File: src/rtl/branch_predict_resolve_unit.sv
// rtl/branch_predict_resolve_unit.sv - EX branch resolve with 2-bit BHT predictor and branch/miss statistics
module branch_predict_resolve_unit #(
    parameter int DATA_WIDTH  = 32,
    parameter int PC_WIDTH    = 32,
    parameter int BHT_ENTRIES = 16,
    parameter int CNT_WIDTH   = 16
) (
    input  logic                  CLK,
    input  logic                  RESET,
    input  logic [PC_WIDTH-1:0]   FETCH_PC,
    output logic                  PREDICT_TAKEN,
    input  logic                  EX_VALID,
    input  logic                  STALL,
    input  logic [PC_WIDTH-1:0]   EX_PC,
    input  logic                  EX_PREDICTED,
    input  logic [DATA_WIDTH-1:0] DATA1,
    input  logic [DATA_WIDTH-1:0] DATA2,
    input  logic [3:0]            SELECT,
    input  logic                  CLR_STATS,
    output logic                  PC_MUX_OUT,
    output logic                  MISPREDICT,
    output logic [CNT_WIDTH-1:0]  BRANCH_COUNT,
    output logic [CNT_WIDTH-1:0]  MISS_COUNT
);

    localparam int IDX = $clog2(BHT_ENTRIES);

    logic [1:0]     bht [BHT_ENTRIES];
    logic [IDX-1:0] lookup_idx;
    logic [IDX-1:0] update_idx;
    logic           taken;
    logic           active;
    logic           mismatch;
    logic           train;
    logic           unused_pc_bits;

    // Word-aligned PCs: bits [1:0] never select an entry, upper bits alias.
    assign lookup_idx     = FETCH_PC[IDX+1:2];
    assign update_idx     = EX_PC[IDX+1:2];
    assign unused_pc_bits = ^{FETCH_PC[PC_WIDTH-1:IDX+2], FETCH_PC[1:0],
                              EX_PC[PC_WIDTH-1:IDX+2], EX_PC[1:0]};

    // Prediction reads the table before any same-cycle training write lands.
    assign PREDICT_TAKEN = bht[lookup_idx][1];

    // Direction resolve; code 011 is reserved and never counts as a branch.
    always_comb begin
        taken = 1'b0;
        if (SELECT[3]) begin
            case (SELECT[2:0])
                3'b000:  taken = (DATA1 == DATA2);
                3'b001:  taken = (DATA1 != DATA2);
                3'b010:  taken = 1'b1;
                3'b100:  taken = ($signed(DATA1) <  $signed(DATA2));
                3'b101:  taken = ($signed(DATA1) >= $signed(DATA2));
                3'b110:  taken = (DATA1 <  DATA2);
                3'b111:  taken = (DATA1 >= DATA2);
                default: taken = 1'b0;
            endcase
        end
    end

    assign active   = EX_VALID & ~STALL & SELECT[3] & (SELECT[2:0] != 3'b011);
    assign mismatch = active & (taken != EX_PREDICTED);
    assign train    = active & (SELECT[2:0] != 3'b010);

    // Registered resolve outputs; frozen while the pipeline stalls.
    always_ff @(posedge CLK or negedge RESET) begin
        if (!RESET) begin
            PC_MUX_OUT <= 1'b0;
            MISPREDICT <= 1'b0;
        end else if (!STALL) begin
            PC_MUX_OUT <= active & taken;
            MISPREDICT <= mismatch;
        end
    end

    // Saturating 2-bit counters trained only by conditional branches.
    always_ff @(posedge CLK or negedge RESET) begin
        if (!RESET) begin
            for (int i = 0; i < BHT_ENTRIES; i++) begin
                bht[i] <= 2'b01;
            end
        end else if (train) begin
            if (taken && bht[update_idx] != 2'b11) begin
                bht[update_idx] <= bht[update_idx] + 2'd1;
            end else if (!taken && bht[update_idx] != 2'b00) begin
                bht[update_idx] <= bht[update_idx] - 2'd1;
            end
        end
    end

    // Statistics counters saturate at all-ones; clear wins over any increment.
    always_ff @(posedge CLK or negedge RESET) begin
        if (!RESET) begin
            BRANCH_COUNT <= '0;
            MISS_COUNT   <= '0;
        end else if (CLR_STATS) begin
            BRANCH_COUNT <= '0;
            MISS_COUNT   <= '0;
        end else begin
            if (active && !(&BRANCH_COUNT)) begin
                BRANCH_COUNT <= BRANCH_COUNT + CNT_WIDTH'(1);
            end
            if (mismatch && !(&MISS_COUNT)) begin
                MISS_COUNT <= MISS_COUNT + CNT_WIDTH'(1);
            end
        end
    end

endmodule

File: config.mk
export PLATFORM = sky130hd
export DESIGN_NAME = branch_predict_resolve_unit
export DESIGN_NICKNAME = d
export VERILOG_FILES = /design/src/rtl/branch_predict_resolve_unit.sv
export SDC_FILE = /design/constraint.sdc
export NUM_CORES = 1
export LEC_CHECK = 0
export CAP_MARGIN = 20
export CORE_MARGIN = 5
export CORE_UTILIZATION = 45
export DETAILED_ROUTE_END_ITERATION = 6
export PLACE_DENSITY = 0.93
export SLEW_MARGIN = 5
export SYNTH_ARGS = -nofsm -noshare
export SYNTH_HDL_FRONTEND = slang
export SYNTH_SLANG_ARGS = --single-unit
File: constraint.sdc
create_clock -name CLK -period 3.8 [get_ports CLK]
set_input_delay 0.76 -clock CLK [delete_from_list [all_inputs] [get_ports CLK]]
set_output_delay 0.76 -clock CLK [all_outputs]
set_load 0.01 [all_outputs]
==> qor.csv, run 1 <==
metric;value;unit
placed cell count;718;
area grow syn2layout;41.4;%
Fin Clk Skew;0.0144;ns
Syn Std Cell Area;4490;sq um
CTS root buf;clkbuf_8;
fraction of registers with async set/reset;1.00;
ranking of synthesized cells by area;dfrtp_1 28%, ha_1 10%, dfstp_2 9.4%, mux2_2 8.5%, mux4_2 7.0%;
post-CTS setup buffer count;0;
fmax;270;MHz
total number of vias;4130;
worst reg-to-reg path cell count;6;
total track usage;0.213;
I/O pin count;173;
VDD IR max;0.241;mV
fin crit period;3.70;ns
H-tree level count;3;
vias per cell;5.61;
Worst Hold Class;in2async;
PD cells;302;nW/um^2
Initial Util;0.459;
Post-synth EDFFs;0;
max_slew headroom;0.618;
Gate Count Post-Synth;451;
Clk pin slew, worst setup/hold paths;0.07;ns
post-synth top area cell;dfrtp_1;
DR pass1 iterations;5;
Core Area;9770;sq um
CTS tree;built;
main combinational cell family by area after synthesis;simple AND/OR/NAND/NOR gates;
Die H;110;um
top cell type's share of synthesized area;0.279;
ys flop type;dfrtp_1;
commonest cells in the netlist;50 x dfrtp_1, 41 x inv_1, 36 x ha_1;
final instance count without filler cells;736;
Setup TNS;0;ns
RSZ-0062 raised after global routing;false;
mux share of post-synthesis cell area;0.169;
Starting DRT DRC Count;255;
number of global-route vias before repair;4310;
# DRC;0;
adder-cell share of the synthesized area;0.100;
Worst-Margin Slew;0.571;ns
WL final;12500;um
DP Worst Slack;-0.507;ns
critical path class;in2out;
row count;36;
cts bufs inserted;9;
Post-Synth Simple-Gate Area;0.171;
Routability Congestion;0.908;
Worst Slack Setup Final;0.0984;ns
fin. max-slew vios;0;
fraction of layout cells with a size suffix above 1;0.214;
Port Buffers;116;
Setup-failing EPs final;0;
Clock Latency Late Sink;0.35;ns
hpwl dp;9780;um
Die X;110;um
initial antenna violation count;0;
Clock Sinks;66;
crit-path max FO;4;
share of the yosys chip area belonging to registers;0.372;
full die area;12100;sq um
status;completed;
fin crit share;0.974;
CP required;3.04;ns
Mean Syn Cell Area;9.96;sq um
placed cell area;6040;sq um
post-route ant nets;0;
CP endpoint kind;output pin;
cts hold-fix bufs;0;
FF-to-FF setup slack;1.08;ns
CP arrival;2.94;ns
drt wl/cell;17.1;um
fin area;6350;sq um
Hold WS;0.341;ns
Compound-Gate Fraction of Synth Area;0.104;
xor and xnor area share after synthesis;0.0368;
Syn Nets;625;
Max Cap Viol;0;
worst-case clock buffer depth;2;
Leak Pwr;2.78;nW
Final Hold Viols;0;
pin count of the biggest net entering global routing;51;
first-pass GRT wire length;20200;um
GRT overflow;0;
top-count cell post-synth;dfrtp_1;
Unique masters post-synth;46;
register bit total from synthesis;66;
nets;772;
yosys warns;0;
Worst setup SP type;input port;
diode count;0;
## worst paths after layout
check                                  startpoint                         end
max in group asynchronous                   RESET  asynchronous set/reset pin
min in group CLK           PC_MUX_OUT$_DFFE_PN0N_      PC_MUX_OUT$_DFFE_PN0N_
max                                   FETCH_PC[2]               PREDICT_TAKEN
min                                         RESET         bht[23]$_DFFE_PN0P_
max reg2reg                   bht[25]$_DFFE_PN0P_          bht[5]$_DFFE_PN0P_
min reg2reg                PC_MUX_OUT$_DFFE_PN0N_      PC_MUX_OUT$_DFFE_PN0N_
## cell usage in the layout (no fill, tap or decap), types with 13 or more instances in the layout
cell type,instances
nor2_1,31
clkdlybuf4s50_1,115
nand3_1,18
nand4_1,21
mux4_2,14
buf_4,30
nand2_1,23
mux2_2,34
o21ai_0,13
inv_1,41
a21oi_1,28
dfstp_2,16
dfrtp_1,50
ha_1,36
## cells by family (layout without fill, tap and decap cells)
logic type      count (synthesis)  count (layout)
mux                            54              54
flops                          66              66
buf+inv                        56             208
simple gates                  146             146
xor+xnor                       18              18
fa+ha+maj                      36              36
compound gates                 75              75
## critical path: stages
cell             delay, ns
clkdlybuf4s50_1       0.64
mux4_2                0.55
mux4_2                0.48
clkdlybuf4s50_1       0.50
## metrics by stage
stage                     power [mW]  utilization
after global placement          1.24        0.618
after detailed placement        1.28        0.618
final                           1.92        0.650
after global routing            2.01        0.650
after CTS                       1.91        0.640
after floorplan                 1.05            -
## final cells by class
class,instances,area [sq um]
sequential,66,1670
tap,133,166
clock buffer,14,173
clock inverter,2,35.0
inverter,41,154
timing repair buffer,151,1480
multi-input combinational,329,2670
fill,733,3430
## metal layers
layer / vias to the layer above / GRT usage / wire, um
met3: 26 / 0.0552 / 1180
li1: 1950 / - / -
met4: 0 / 0.0944 / 318
met2: 183 / 0.382 / 6230
met5: - / 0 / 0
met1: 1971 / 0.235 / 4820
## where the power goes
group          leakage (nW)  switching [mW]  internal (mW)
Combinational          1.81           0.228          0.260
Sequential            0.857          0.0334          0.769
Clock                 0.107           0.268          0.357
Total                  2.78           0.529           1.39
## repair_timing
| item | 4_1_cts | 5_1_grt |
|---|---|---|
| endpoints found under the setup margin | 16 | 31 |
| resized for setup | 1 | 12 |
| pin swaps | 0 | 2 |
Note: power is estimated with default switching activity, not from simulation.
==> run 2: changes to the inputs <==
--- a/config.mk
+++ b/config.mk
@@ -14,3 +14,4 @@
 export SYNTH_ARGS = -nofsm -noshare
 export SYNTH_HDL_FRONTEND = slang
 export SYNTH_SLANG_ARGS = --single-unit
+export TNS_END_PERCENT = 50
==> qor.csv, run 2 (synthesized netlist as in run 1, its figures left out) <==
metric;value;unit;change
Initial Util;0.459;;unchanged
crit-path max FO;4;;unchanged
area of the multi-input gates;2660;sq um;was 2670 sq um
final instance count without filler cells;736;;unchanged
critical path class;in2out;;unchanged
CP endpoint kind;output pin;;unchanged
drt wl/cell;17.1;um;about the same
Worst setup SP type;input port;;unchanged
Clock Sinks;66;;unchanged
CTS tree;built;;unchanged
Fin Clk Skew;0.0154;ns;was 0.0144 ns
Clk pin slew, worst setup/hold paths;0.07;ns;about the same
Core Util, Final;0.649;;was 0.650
Die X;110;um;unchanged
Max Cap Viol;0;;unchanged
RSZ-0062 raised after global routing;true;;was false
total number of vias;4145;;was 4,130
Setup TNS;0;ns;unchanged
Port Buffers;116;;unchanged
DR pass1 iterations;4;;was 5
FF+latch area;1670;sq um;unchanged
Switching Share;0.276;;about the same
full die area;12100;sq um;unchanged
vias per cell;5.63;;was 5.61
I/O pin count;173;;unchanged
diode count;0;;unchanged
H-tree level count;3;;unchanged
post-route ant nets;0;;unchanged
Starting DRT DRC Count;238;;was 255
initial antenna violation count;0;;unchanged
fin crit period;3.70;ns;about the same
row count;36;;unchanged
PnR Total Power;1.91;mW;was 1.92 mW
first-pass GRT wire length;20200;um;unchanged
FILL cells;737;;was 733
GRT overflow;0;;unchanged
status;completed;;unchanged
CP required;3.04;ns;about the same
Switch Pwr;529;uW;about the same
Worst Hold Class;in2async;;unchanged
cts bufs inserted;9;;unchanged
Routability Congestion;0.908;;unchanged
number of global-route vias before repair;4310;;unchanged
hpwl dp;9780;um;unchanged
Clock power frac;0.327;;was 0.326
combinational share of power;0.254;;was 0.255
fraction of layout cells with a size suffix above 1;0.211;;was 0.214
area grow syn2layout;41.2;%;was 41.4%
Worst-Margin Slew;0.575;ns;was 0.571 ns
Die H;110;um;unchanged
Final Hold Viols;0;;unchanged
PD cells;302;nW/um^2;about the same
Core Area;9770;sq um;unchanged
VDD IR max;0.241;mV;about the same
commonest non-fill, non-tap cell in the layout;clkdlybuf4s50_1;;unchanged
# DRC;0;;unchanged
Setup-failing EPs final;0;;unchanged
fin. max-slew vios;0;;unchanged
Leak Pwr;2.78;nW;about the same
post-CTS setup buffer count;0;;unchanged
Int Power;1.39;mW;about the same
worst-case clock buffer depth;2;;unchanged
total track usage;0.213;;unchanged
nets;772;;unchanged
CP arrival;2.94;ns;about the same
WL final;12600;um;was 12,500 um
register share of total power;0.419;;about the same
pin count of the biggest net entering global routing;51;;unchanged
fin crit share;0.973;;was 0.974
placed cell count;718;;unchanged
Clock Latency Late Sink;0.35;ns;about the same
max_slew headroom;0.615;;was 0.618
most frequent cells in the layout;115 x clkdlybuf4s50_1, 50 x dfrtp_1, 41 x inv_1;;unchanged
CTS root buf;clkbuf_8;;unchanged
fmax;270;MHz;about the same
-- run 2: worst max-delay path, cell delays in order --
cell,delay (ns)
clkdlybuf4s50_1,0.64
mux4_2,0.55
mux4_2,0.48
clkdlybuf4s50_1,0.50
-- run 2: cell type report --
cell class	instances	share of cell area
flip-flops and latches	66	0.264
multi-input cells	329	0.420
clock buffers	14	0.0272
repair buffers	151	0.233
inverters	41	0.0243
clock inverters	2	0.00553
well taps	133	0.0262
-- run 2: power groups by stage --
stage          clock [mW]  combinational (mW)  sequential [mW]
2_1_floorplan           0               0.248            0.803
4_1_cts             0.640               0.467            0.803
3_3_place_gp            0               0.436            0.809
6_report            0.626               0.486            0.803
5_1_grt             0.669               0.531            0.809
3_5_place_dp            0               0.462            0.816
-- run 2: what timing repair did --
item / CTS / global route
gates resized for setup: 1 / 10
hold buffers: 0 / 0
cloned: 0 / 0
endpoints found under the setup margin: 16 / 31
pin swaps: 0 / 1
-- run 2: routing by layer --
layer	vias to the layer above	routed length, um	track usage
li1	1950	-	-
met4	0	299	0.0944
met5	-	0	0
met1	1989	4850	0.235
met2	180	6280	0.382
met3	26	1170	0.0552
-- run 2: through the flow --
stage	cell area [sq um]	worst slack [ns]	hold WS (ns)
after floorplan	4490	0.141	0.464
after global placement	6040	-0.357	0.504
after detailed placement	6040	-0.507	0.504
after CTS	6260	0.0876	0.519
after global routing	6340	-0.0204	0.336
final	6340	0.103	0.338
-- run 2: worst paths after layout --
path                                        start                         end  slack (ns)  depth (start not counted)
max in group asynchronous                   RESET  asynchronous set/reset pin        2.86                          2
setup reg to reg              bht[25]$_DFFE_PN0P_          bht[5]$_DFFE_PN0P_        1.08                          6
hold reg to reg            PC_MUX_OUT$_DFFE_PN0N_      PC_MUX_OUT$_DFFE_PN0N_        0.52                          1
hold / removal                              RESET         bht[23]$_DFFE_PN0P_        0.34                          1
min in group CLK           PC_MUX_OUT$_DFFE_PN0N_      PC_MUX_OUT$_DFFE_PN0N_        0.52                          1
setup / recovery                      FETCH_PC[2]               PREDICT_TAKEN        0.10                          4
